===== src/rtl/vga_write_queue_if.sv =====
// AHB-Lite slave-side signal bundle for the VGA write-posting queue.
// The master modport is the bus side, and the slave modport is the queue side.
interface vga_write_queue_if;
    logic        HSEL;
    logic [31:0] HADDR;
    logic        HWRITE;
    logic [1:0]  HTRANS;
    logic        HREADY;
    logic [31:0] HWDATA;
    logic        HREADYOUT;
    logic [31:0] HRDATA;

    modport master (
        output HSEL, HADDR, HWRITE, HTRANS, HREADY, HWDATA,
        input  HREADYOUT, HRDATA
    );

    modport slave (
        input  HSEL, HADDR, HWRITE, HTRANS, HREADY, HWDATA,
        output HREADYOUT, HRDATA
    );
endinterface


===== src/rtl/vga_write_queue.sv =====
// Write-posting queue between AHB-Lite and the VGA console/image write ports.
// It captures bus writes into an in-order FIFO and drains one entry per cycle.
// Console entries wait while the console scrolls. A blocked console head also
// holds back the image entries queued behind it, so the queue stays in order.
module vga_write_queue #(
    parameter int DEPTH = 4
) (
    input  logic             HCLK,
    input  logic             HRESETn,
    vga_write_queue_if.slave ahb,
    input  logic             scroll,
    output logic             console_write,
    output logic [7:0]       console_wdata,
    output logic             image_write,
    output logic [13:0]      image_addr,
    output logic [7:0]       image_wdata
);
    localparam int AW = $clog2(DEPTH);
    localparam int CW = AW + 1;
    localparam logic [CW-1:0] FULL_COUNT = CW'(DEPTH);

    typedef struct packed {
        logic        is_console;
        logic [13:0] addr;
        logic [7:0]  data;
    } entry_t;

    entry_t        mem [DEPTH];
    logic [AW-1:0] wr_ptr;
    logic [AW-1:0] rd_ptr;
    logic [CW-1:0] count;

    logic          sel_q;
    logic          write_q;
    logic          trans_q;
    logic [23:0]   addr_q;

    logic          empty;
    logic          full;
    logic          live;
    logic          push;
    logic          pop;
    entry_t        head;
    entry_t        wr_entry;

    // These bus bits carry nothing this block decodes.
    logic          unused_bits;
    assign unused_bits = ^{ahb.HADDR[31:24], ahb.HWDATA[31:8], ahb.HTRANS[0]};

    assign empty    = (count == '0);
    assign full     = (count == FULL_COUNT);
    assign head     = mem[rd_ptr];
    assign live     = sel_q & trans_q;

    // A console head waits out a scroll, and everything behind it waits too.
    assign pop      = !empty && !(head.is_console && scroll);

    // A full queue can still take a write in the same cycle that an entry drains.
    assign ahb.HREADYOUT = !(full && !pop);
    assign push     = live & write_q & ahb.HREADYOUT;

    assign wr_entry = '{is_console: (addr_q == 24'h0),
                        addr:       addr_q[15:2],
                        data:       ahb.HWDATA[7:0]};

    assign ahb.HRDATA = {16'h0, 8'(count), 5'h0, scroll, full, empty};

    // Capture the address phase whenever the bus accepts one.
    always_ff @(posedge HCLK or negedge HRESETn) begin
        if (!HRESETn) begin
            sel_q   <= 1'b0;
            write_q <= 1'b0;
            trans_q <= 1'b0;
            addr_q  <= '0;
        end else if (ahb.HREADY) begin
            // NOTE: sequential state uses non-blocking assignments so every flop samples pre-edge values.
            sel_q   <= ahb.HSEL;
            write_q <= ahb.HWRITE;
            trans_q <= ahb.HTRANS[1];
            addr_q  <= ahb.HADDR[23:0];
        end
    end

    // Storage for queued entries.
    always_ff @(posedge HCLK) begin
        // NOTE: storage is not reset; count and pointers alone decide which slots are valid.
        if (push) begin
            mem[wr_ptr] <= wr_entry;
        end
    end

    // Pointer and occupancy bookkeeping; pointers wrap naturally at DEPTH.
    always_ff @(posedge HCLK or negedge HRESETn) begin
        if (!HRESETn) begin
            wr_ptr <= '0;
            rd_ptr <= '0;
            count  <= '0;
        end else begin
            if (push) begin
                wr_ptr <= wr_ptr + AW'(1);
            end
            if (pop) begin
                rd_ptr <= rd_ptr + AW'(1);
            end
            count <= count + CW'(push) - CW'(pop);
        end
    end

    // Register the write strobes and data for the entry drained this cycle.
    always_ff @(posedge HCLK or negedge HRESETn) begin
        if (!HRESETn) begin
            console_write <= 1'b0;
            console_wdata <= '0;
            image_write   <= 1'b0;
            image_addr    <= '0;
            image_wdata   <= '0;
        end else begin
            console_write <= pop & head.is_console;
            image_write   <= pop & !head.is_console;
            console_wdata <= (pop && head.is_console)  ? head.data : 8'h00;
            image_wdata   <= (pop && !head.is_console) ? head.data : 8'h00;
            if (pop && !head.is_console) begin
                image_addr <= head.addr;
            end
        end
    end
endmodule

===== src/flat_wrapper.sv =====
// flat-port wrapper written by rule: the top's interface ports become plain ports
module vga_write_queue_flat 
#(
    parameter int DEPTH = 4
)
  (HCLK, HRESETn, scroll, console_write, console_wdata, image_write, image_addr, image_wdata, ahb_HSEL, ahb_HADDR, ahb_HWRITE, ahb_HTRANS, ahb_HREADY, ahb_HWDATA, ahb_HREADYOUT, ahb_HRDATA);
  vga_write_queue_if ahb_i ();
  input  logic HCLK;
  input  logic HRESETn;
  input  logic scroll;
  output logic console_write;
  output logic [7:0] console_wdata;
  output logic image_write;
  output logic [13:0] image_addr;
  output logic [7:0] image_wdata;
  input wire logic [$bits(ahb_i.HSEL)-1:0] ahb_HSEL;
  input wire logic [$bits(ahb_i.HADDR)-1:0] ahb_HADDR;
  input wire logic [$bits(ahb_i.HWRITE)-1:0] ahb_HWRITE;
  input wire logic [$bits(ahb_i.HTRANS)-1:0] ahb_HTRANS;
  input wire logic [$bits(ahb_i.HREADY)-1:0] ahb_HREADY;
  input wire logic [$bits(ahb_i.HWDATA)-1:0] ahb_HWDATA;
  output wire logic [$bits(ahb_i.HREADYOUT)-1:0] ahb_HREADYOUT;
  output wire logic [$bits(ahb_i.HRDATA)-1:0] ahb_HRDATA;
  assign ahb_i.HSEL = ahb_HSEL;
  assign ahb_i.HADDR = ahb_HADDR;
  assign ahb_i.HWRITE = ahb_HWRITE;
  assign ahb_i.HTRANS = ahb_HTRANS;
  assign ahb_i.HREADY = ahb_HREADY;
  assign ahb_i.HWDATA = ahb_HWDATA;
  assign ahb_HREADYOUT = ahb_i.HREADYOUT;
  assign ahb_HRDATA = ahb_i.HRDATA;
  vga_write_queue #(.DEPTH(DEPTH)) u_core (.HCLK(HCLK), .HRESETn(HRESETn), .ahb(ahb_i), .scroll(scroll), .console_write(console_write), .console_wdata(console_wdata), .image_write(image_write), .image_addr(image_addr), .image_wdata(image_wdata));
endmodule

===== config.mk =====
export PLATFORM = sky130hd
export DESIGN_NAME = vga_write_queue_flat
export DESIGN_NICKNAME = d
export VERILOG_FILES = /design/src/rtl/vga_write_queue_if.sv /design/src/rtl/vga_write_queue.sv /design/src/flat_wrapper.sv
export SDC_FILE = /design/constraint.sdc
export NUM_CORES = 1
export LEC_CHECK = 0
export BUFFER_PORTS_ARGS = -buffer_cell sky130_fd_sc_hd__buf_4
export CORE_ASPECT_RATIO = 0.5
export CORE_MARGIN = 3
export CORE_UTILIZATION = 23
export CTS_BUF_LIST = sky130_fd_sc_hd__clkbuf_4 sky130_fd_sc_hd__clkbuf_8
export DETAILED_ROUTE_END_ITERATION = 16
export GPL_TIMING_DRIVEN = 1
export PLACE_DENSITY = 0.46
export SLEW_MARGIN = 30
export SYNTH_ARGS = -nofsm -noshare
export SYNTH_HDL_FRONTEND = slang
export SYNTH_SLANG_ARGS = --single-unit

===== constraint.sdc =====
create_clock -name HCLK -period 2.95 [get_ports HCLK]
set_input_delay 0.1475 -clock HCLK [delete_from_list [all_inputs] [get_ports HCLK]]
set_output_delay 0.1475 -clock HCLK [all_outputs]
set_load 0.05 [all_outputs]

Word-level counts from Yosys, hierarchy flattened
Memory sizes are Yosys's and may differ from the RTL's.
Cells that the tools add are included.
Cells by class
  add/subtract/negate cells: 4
  multipliers: 0
  div/mod/pow operators: 0
  $lt $le $gt $ge: 0
  equal/unequal tests: 1
  shifts and indexed selects: 0
  mux-type cells: 4
  bitwise operators: 5
  reduce and logical (&&, ||, !) cells: 12
Operator list (number)
  $logic_not A24 Y1: 1
  $mux W8: 2
  $and A1 B1 Y1: 5
  $logic_and A1 B1 Y1: 5
  $logic_not A1 Y1: 5
  $add A2 B1 Y2 const B: 2
  $add A3 B1 Y3: 1
  $eq A3 B3 Y1 const B: 1
  $logic_not A3 Y1: 1
  $sub A3 B1 Y3: 1
  $mux W1: 2
Storage, ports and cells
  register bits after elaboration: 66
  latch bits: 0
  bits in writable memories: 92
  ROM bits: 0
  input port bits: 72
  output and inout bits: 65
  word-level logic and storage cells: 39
  memories: 1
Memories
  u_core.mem: depth 4, bits a word 23, rd ports 1, clocked after Yosys merged registers in 0, wr ports 1, RTL line vga_write_queue.sv:28  | entry_t mem [DEPTH];

Logic depth before layout (Yosys ltp)
Gate-level depths: netlist (run 1).
An unclocked memory read counts as a cell.
  word-level depth: 10
  depth in mapped cells: 10
  gate-level depth less buffers: 10

Least setup slack after synthesis (run 1)
OpenSTA, ideal clock, no wires.
  kind: register to register
  from: register u_core.count[1]
  to: register u_core.count[2]
  library setup time: 141 ps
  arrival time: 2360 ps
  data required time: 2809 ps
  setup slack: 448 ps
  cell stages (with the launch flop): 11
  path buffers: 0
  clock period less this slack: 2502 ps
  cells stage by stage: dfrtp_1 > or3_1 > inv_1 > a21oi_1 > ha_1 > inv_1 > ha_1 > inv_1 > fa_1 > xnor2_1 > xnor2_1
On the way
  longest elaborated chain between the ends: 9
  elaborated cells on any way between the ends: 10
  classes of those cells: 2 x add/sub; 1 x eq/ne; 1 x bitwise; 6 x reduce/logical
RTL lines
  from (decl): RTL line vga_write_queue.sv:31  | logic [CW-1:0] count;
  from (signal assigned): RTL line vga_write_queue.sv:105  | count <= count + CW'(push) - CW'(pop);
  $logic_not A3 Y1 *: RTL line vga_write_queue.sv:50  | assign empty = (count == '0);
  net u_core.empty: RTL line vga_write_queue.sv:38  | logic empty;
  $logic_not A1 Y1 *: RTL line vga_write_queue.sv:56  | assign pop = !empty && !(head.is_console && scroll);
  $logic_and A1 B1 Y1 *: RTL line vga_write_queue.sv:56
  $logic_not A1 Y1: RTL line vga_write_queue.sv:59  | assign ahb.HREADYOUT = !(full && !pop);
  $logic_and A1 B1 Y1: RTL line vga_write_queue.sv:59
  $logic_not A1 Y1: RTL line vga_write_queue.sv:59
  $and A1 B1 Y1: RTL line vga_write_queue.sv:60  | assign push = live & write_q & ahb.HREADYOUT;
  $add A3 B1 Y3: RTL line vga_write_queue.sv:105
  $sub A3 B1 Y3 *: RTL line vga_write_queue.sv:105
The timed path passes the listed nets; every way through them passes the cells marked *.
A chain may end at the register's enable or synchronous reset.

Worst setup path after layout (run 1)
  from: register u_core.rd_ptr[0]
  to: register u_core.count[2]
On the way
  longest elaborated chain between the ends: 10
RTL lines
  from (decl): RTL line vga_write_queue.sv:30  | logic [AW-1:0] rd_ptr;
  from (signal assigned): RTL line vga_write_queue.sv:103  | rd_ptr <= rd_ptr + AW'(1);
  $mem_v2 Z4 W23 *
  $logic_and A1 B1 Y1 *: RTL line vga_write_queue.sv:56
  $logic_not A1 Y1 *: RTL line vga_write_queue.sv:56
  $logic_and A1 B1 Y1 *: RTL line vga_write_queue.sv:56
  $logic_not A1 Y1: RTL line vga_write_queue.sv:59
  $logic_and A1 B1 Y1: RTL line vga_write_queue.sv:59
  $logic_not A1 Y1: RTL line vga_write_queue.sv:59
  $and A1 B1 Y1: RTL line vga_write_queue.sv:60
  $add A3 B1 Y3: RTL line vga_write_queue.sv:105
  $sub A3 B1 Y3 *: RTL line vga_write_queue.sv:105
Every way passes the cells marked *; elsewhere a longest branch is shown, timed or not.

==> results of run 1 <==
[placed cells by master, fill, tap and decap left out, types with 2 or more instances in the layout]
cell type      count
dfrtp_1           65
dlygate4sd3_1     36
buf_12             2
clkbuf_8          18
buf_4             83
mux2_1             2
nand3_1            2
bufinv_16          5
nor4_1             6
and2_1            20
ha_1               6
mux2_4            10
conb_1            26
clkinvlp_4         2
mux2_2            30
edfxtp_1          92
clkinv_4           5
xnor2_1            3
inv_1              8
mux4_2            22
[registers in the layout, indices dropped and copies added, names as in the netlist, 2 cells and up]
name / count
u_core.image_addr: 14
u_core.wr_ptr: 2
u_core.addr_q: 24
u_core.rd_ptr: 2
u_core.count: 3
u_core.image_wdata: 8
u_core.mem: 92
u_core.console_wdata: 8
[timing repair]
action,4_1_cts,5_1_grt
setup buffers,0,0
hold endpoints to repair,125,0
setup endpoints to repair,0,0
hold buffers,36,0
[worst max-delay path, delay by kind of cell (launching register included)]
kind                     cells  cell delay (ps)
AO/OA/AOI/OAI                1              230
buffers and inverters        2              100
flip-flops                   1              380
multiplexers                 1              600
XOR/XNOR                     2              270
adder cells (fa/ha/maj)      3              770
[final cells by class]
type / instances / area [um^2]
multi-input combinational: 142 / 1530
sequential: 158 / 4420
clock buffer: 19 / 255
tap: 344 / 430
clock inverter: 13 / 214
inverter: 8 / 30.0
timing repair buffer: 122 / 1030
fill: 2522 / 17900
[per-stage QoR]
step | area [um^2] | worst slack [ps] | power, W | utilization | hold WS, ps
global route | 7910 | 389 | 0.00796 | 0.307 | 110
finish | 7910 | 498 | 0.00756 | 0.307 | 121
detailed placement | 7080 | 500 | 0.00579 | 0.274 | 350
CTS | 7910 | 476 | 0.00769 | 0.307 | 96.5
floorplan | 6270 | 448 | 0.00507 | - | -148
global placement | 7080 | 462 | 0.00578 | 0.274 | 349
[worst max path at each step]
stage	end	from	slack [ps]	cells past startpoint
6_report	u_core.count[2]	u_core.rd_ptr[0]	500	9
5_1_grt	u_core.count[2]	u_core.rd_ptr[0]	390	9
4_1_cts	u_core.count[2]	u_core.rd_ptr[0]	480	9
3_5_place_dp	u_core.count[2]	u_core.rd_ptr[0]	500	9
3_3_place_gp	u_core.count[2]	u_core.rd_ptr[0]	460	9
2_1_floorplan	u_core.count[2]	u_core.count[1]	450	10
[power breakdown]
group | internal, W | switching, W | total [W]
combinational | 0.00111 | 0.00167 | 0.00277
sequential | 0.00273 | 0.000197 | 0.00293
clock | 0.00104 | 0.000818 | 0.00186
total | 0.00488 | 0.00268 | 0.00756
[cell families (layout without fill, tap and decap cells)]
logic type                 count (synthesis)  in the layout  share of synthesized area
AOI/OAI and AO/OA                          4              4                    0.00749
muxes                                     66             66                      0.169
and+or+nand+nor                           35             35                     0.0352
DFF                                      158            158                      0.714
adders and majority gates                  7              7                     0.0154
xor gates and xnor gates                   4              4                    0.00567
other                                      1             26                   0.000607
buffers and inverters                     49            162                     0.0528
[metal layers]
layer  vias up  part of all wire  track usage
li1       1408                 -            -
met2        58              0.51        0.150
met5         -                 0            0
met1      1571              0.45        0.116
met3        10             0.032       0.0201
met4         0             0.011       0.0364
==> results.md, run 1 <==
* Skew-Pair Late Insertion Delay at 450 ps
* Fin. Hold Viols at 0
* Initial DRT Pass Iterations at 4
* Critical R2R Capture: u_core.count[2]
* Most common cell in the netlist: edfxtp_1
* Placed insts at around 740
* Synth Instances at 324
* DRT antenna net count at 0
* Cell Rows at 41
* Via-to-Cell Ratio at 3.78
* Post-synthesis async set-or-reset flop share at 0.418
* Critical Path Sink Type: flip-flop
* DRC at 0
* VDD IR-drop max at 0.000342 V
* Mapped Area at between 0.006 and 0.007 mm^2
* Max Root-Sink Buffers at 2
* Top post-synthesis cells by area: edfxtp_1 45%, dfrtp_1 27%, mux4_2 8.0%
* Synth unique cells at 34
* First-pass GRT wire length at 19600 um
* Initial Util at 0.240
* Total track usage at 0.0903
* Max Freq at 408 MHz
* Crit path DAT at approximately 2800 ps
* Non-filler cells, final at 806
* Yosys warns at 0
* Max stage delay cell, worst path: mux4_2
* Reg2reg setup slack at 500 ps
* Crit path kind: flip-flop to flip-flop
* Setup crit start kind: flip-flop
* Initial antenna violation count at 0
* Die H at 122 um
* Status: finished clean
* Slew HR at 0.534
* Crit Reg-Reg Startpoint: u_core.rd_ptr[0]
* Ports at 137
* Yosys top cell area share at 0.447
* Min Tclk post-route at 2450 ps
* Avg WL per Cell at around 15 um
* Num Clock Sinks at ~160
* Detail Placement HPWL at 7660 um
* Top_reg_cell synth: edfxtp_1
* Fin Setup TNS at 0 ps
* Hold depth at 3
* GP Congestion at approximately 0.67
* Post-synth top cells: 92 x edfxtp_1, 66 x dfrtp_1, 30 x mux2_2, 29 x buf_4, 22 x mux4_2
* Clock Pin Slew Worst Setup and Hold Paths at about 90 ps
* R2R depth at 9
* Count of buffers from port buffering at 77
* Min-delay src: scroll
* Critical Path RT at approximately 3300 ps
* Crit-path max cell delay at 600 ps
* Vias in the first global route at 3283
* Die width at 238 um
* Pwr dens at 956 mW/mm^2
* Post-synth EDFFs at 92
* Largest net degree at the start of global routing at 67
* Critical Path Fanout Max at 5
* Hold/Removal Path Class: primary input to flip-flop
* Synthesis-stage register bit count at between 150 and 200
* Syn avg cell area at 19.1 um^2
* CORE AREA at between 0.02 and 0.03 mm^2
* Period utilisation layout at 0.831
* Total Die Area at 0.0290 mm^2
* Sequential area share after synthesis at 0.714
* Drt initial violations at roughly 100
* Diodes inserted at 0
* LEAKAGE at 3.09 nW
* H-tree levels at 4
* Post-synth top area cell: edfxtp_1
* Max Cap Viol at 0
* Final setup viols at 0
* Slew at the pin with the worst max-slew slack at 697 ps
* DRT Wirelength at 12200 um
* Final Max Slew Viols at 0
* CTS Buf Count at 17
* Layout cells sized above 1 at 0.398
* Nets at ~530
* Skew final at 10.9 ps
* Min-Delay Endpoint: u_core.wr_ptr[0]
* Root buffer cell: clkbuf_8
* Layout area overhead at 28.0%
* CTS tree: built
* Resized cells post-CTS at 0
* GRT overflow at 0
* RSZ-0062 raised after global routing: false
* Vias at 3047
* CP Cell Sequence: mux4_2, a21oi_1, ha_1, inv_1, ha_1, inv_1, fa_1, xnor2_1, xnor2_1
Power figures use the tool's default switching activity.
==> run 2, diff against run 1 <==
Settings changed: ABC_AREA set to 1.
Clock period 2.95 ns to 2.5 ns, I/O delays scaled along.
==> run 2 against run 1 <==
Compared with the run above:
- area after synthesis grew 1.0%
- register-to-register slack got worse by 260 ps
- largest power group is now combinational logic
- non-clock buffer count grew 4
- final cell count increased by 21%
- sequential share of layout area fell by 0.67 points
- synthesized cell count rose by 55%
- die area up 0.97%
==> results.md, run 2 <==
* Status: finished clean
* Post-synth top area cell: edfxtp_1
* Nets at 700
* VDD IR-drop max at between 0.0004 and 0.0005 V
* Clock Pin Slew Worst Setup and Hold Paths at 90 ps
* Met2 global-route usage at 0.167
* CP Cell Sequence: inv_2, nand2_1, nand3_2, nand2_2, inv_1, nand2_1, nand2_1, inv_1, ha_1, inv_1, ha_2, inv_1, fa_1, xor2_1
* RSZ-0062 raised after global routing: false
* CORE AREA at 0.0260 mm^2
* Via-to-Cell Ratio at approximately 4.0
* Max Root-Sink Buffers at 2
* Min Tclk post-route at 2270 ps
* Skew-Pair Late Insertion Delay at 460 ps
* Hold/Removal Path Class: primary input to flip-flop
* Detail Placement HPWL at 8510 um
* GP Congestion at between 0.6 and 0.7
* Critical Path Fanout Max at 4
* Initial Util at 0.241
* Fin Setup TNS at 0 ps
* CTS Buf Count at 17
* DRC at 0
* CP top delay family: adder cells
* Critical Path RT at 2850 ps
* Postcts setup bufs at 0
* Critical Path Sink Type: flip-flop
* Total track usage at 0.100
* Hold buffer count at cts at 37
* Max Freq at 441 MHz
* Synth unique cells at 26
* Final Max Slew Viols at 0
* Syn avg cell area at 12.5 um^2
* Commonest cells after routing, fill and taps aside: 92 x edfxtp_1, 84 x buf_4, 70 x nand2_1
* Die width at 239 um
* Die H at 123 um
* Period utilisation layout at 0.906
* Vias at 3916
* Fin. Hold Viols at 0
* Area of the multi-input gates at around 0.0015 mm^2
* Largest register by flop count: u_core.mem
* Yosys warns at 0
* Pwr dens at 1130 mW/mm^2
* Pwr Total at roughly 0.009 W
* First-pass GRT wire length at 21700 um
* Max Cap Viol at 0
* Largest regs: u_core.mem (92), u_core.addr_q (24), u_core.image_addr (14)
* Avg WL per Cell at 14.3 um
* Crit path DAT at 2610 ps
* Synth Instances at between 500 and 600
* Initial antenna violation count at 0
* Crit path buf inv count at 5
* Skew final at 14.2 ps
* Vias in the first global route at 3898
* Num Clock Sinks at 158
* GRT overflow at 0
* Worst hold slack at just under 100 ps
* Total Die Area at 0.0293 mm^2
* Cell Rows at 41
* Setup crit start kind: flip-flop
* Post-synth EDFFs at 92
* Placed standard-cell area at 0.00718 mm^2
* Most common cell in the netlist: edfxtp_1
* Synthesis-stage register bit count at 158
* Area occupied by registers at 0.00442 mm^2
* Root buffer cell: clkbuf_8
* Top post-synthesis cells by area: edfxtp_1 44%, dfrtp_1 26%, o21ai_0 4.4%
* Crit-path max cell delay at around 430 ps
* Diodes inserted at 0
* Mapped Area at 0.00624 mm^2
* Post-synthesis async set-or-reset flop share at 0.418
* Layout cells sized above 1 at 0.243
* Filler Cells Inserted at 2598
* GR peak layer: met2
* CTS tree: built
* Final setup viols at 0
* Drt initial violations at 213
* Layout area overhead at 28.3%
* GR Layer Usage met3 at 0.0339
* Yosys top cell area share at 0.442
* Initial DRT Pass Iterations at 4
* Max stage delay cell, worst path: dfrtp_1
* Finished Cell Area at 0.00801 mm^2
* Worst path most repeated cell: inv_1
* Largest net degree at the start of global routing at 67
* Top_reg_cell synth: edfxtp_1
* DRT antenna net count at 0
* Post-synth top cells: 92 x edfxtp_1, 71 x nand2_1, 67 x nor2_1, 66 x dfrtp_1, 55 x o21ai_0
* Resized cells post-CTS at 0
* LEAKAGE at 3.29 nW
* Slew HR at 0.568
* Slew at the pin with the worst max-slew slack at 648 ps
* Crit path kind: flip-flop to flip-flop
* H-tree levels at 4
* Met1 usage at 0.124
* Sequential area share after synthesis at 0.707
* Number of flip-flops in the largest register at 92
* Count of buffers from port buffering at 77
* Ports at 137
* Leading cell type in the layout, fill and taps excluded: edfxtp_1
* DRT Wirelength at approximately 14000 um
[run 2: cell count changes in the layout (fill, tap and decap cells not counted), moves of 20 or more]
cell     previous run  this run
nand2_1             1        70
nor2_1              1        62
o21ai_0             0        55
mux4_2             22         0
and2_1             20         0
inv_1               8        28
[run 2: cell type report]
cell class / instances / share of cell area
sequential: 158 / 0.551
multi-input combinational: 286 / 0.186
timing repair buffer: 126 / 0.136
tap: 344 / 0.0537
clock buffer: 18 / 0.0309
clock inverter: 14 / 0.0264
inverter: 32 / 0.0153
[run 2: cells by family (layout without fill, tap and decap cells)]
group | count (synthesis) | in the layout | synth area share
AOI/OAI and AO/OA | 77 | 77 | 0.0693
xor gates and xnor gates | 2 | 2 | 0.00281
adders and majority gates | 7 | 7 | 0.0152
buffers and inverters | 82 | 190 | 0.0719
DFF | 158 | 158 | 0.707
muxes | 16 | 16 | 0.0289
other | 1 | 26 | 0.000601
and+or+nand+nor | 158 | 158 | 0.104
[run 2: final timing paths]
kind / from / end / slack [ps] / cells past startpoint
max: u_core.rd_ptr[0] / u_core.count[2] / 230 / 14
min: ahb_HREADY / u_core.addr_q[16] / 100 / 3
max reg2reg: u_core.rd_ptr[0] / u_core.count[2] / 230 / 14
min reg2reg: u_core.image_addr[9] / u_core.image_addr[9] / 480 / 2
max in group asynchronous: HRESETn / u_core.image_addr[3] / 1810 / 2
min in group asynchronous: HRESETn / u_core.count[1] / 230 / 2
[run 2: power breakdown]
group	internal, W	switching (W)
combinational	0.00102	0.00243
sequential	0.00317	0.000212
clock	0.00121	0.000974
[run 2: per-layer routing]
| metal | share of wire | vias up |
|---|---|---|
| met4 | 0.012 | 0 |
| met3 | 0.044 | 15 |
| met2 | 0.49 | 85 |
| li1 | - | 1894 |
| met1 | 0.46 | 1922 |
| met5 | 0 | - |
[run 2: worst min-delay path, delay by kind of cell]
kind | cells | cell delay, ps
AO/OA/AOI/OAI | 1 | 60
buffers and inverters | 1 | 230
AND/OR/NAND/NOR | 1 | 90
[run 2: per-stage QoR]
step	worst slack, ps	util	cells
2_1_floorplan	-26.4	-	526
3_3_place_gp	340	0.277	909
3_5_place_dp	277	0.277	909
4_1_cts	251	0.309	978
5_1_grt	84.4	0.309	978
6_report	235	0.309	978
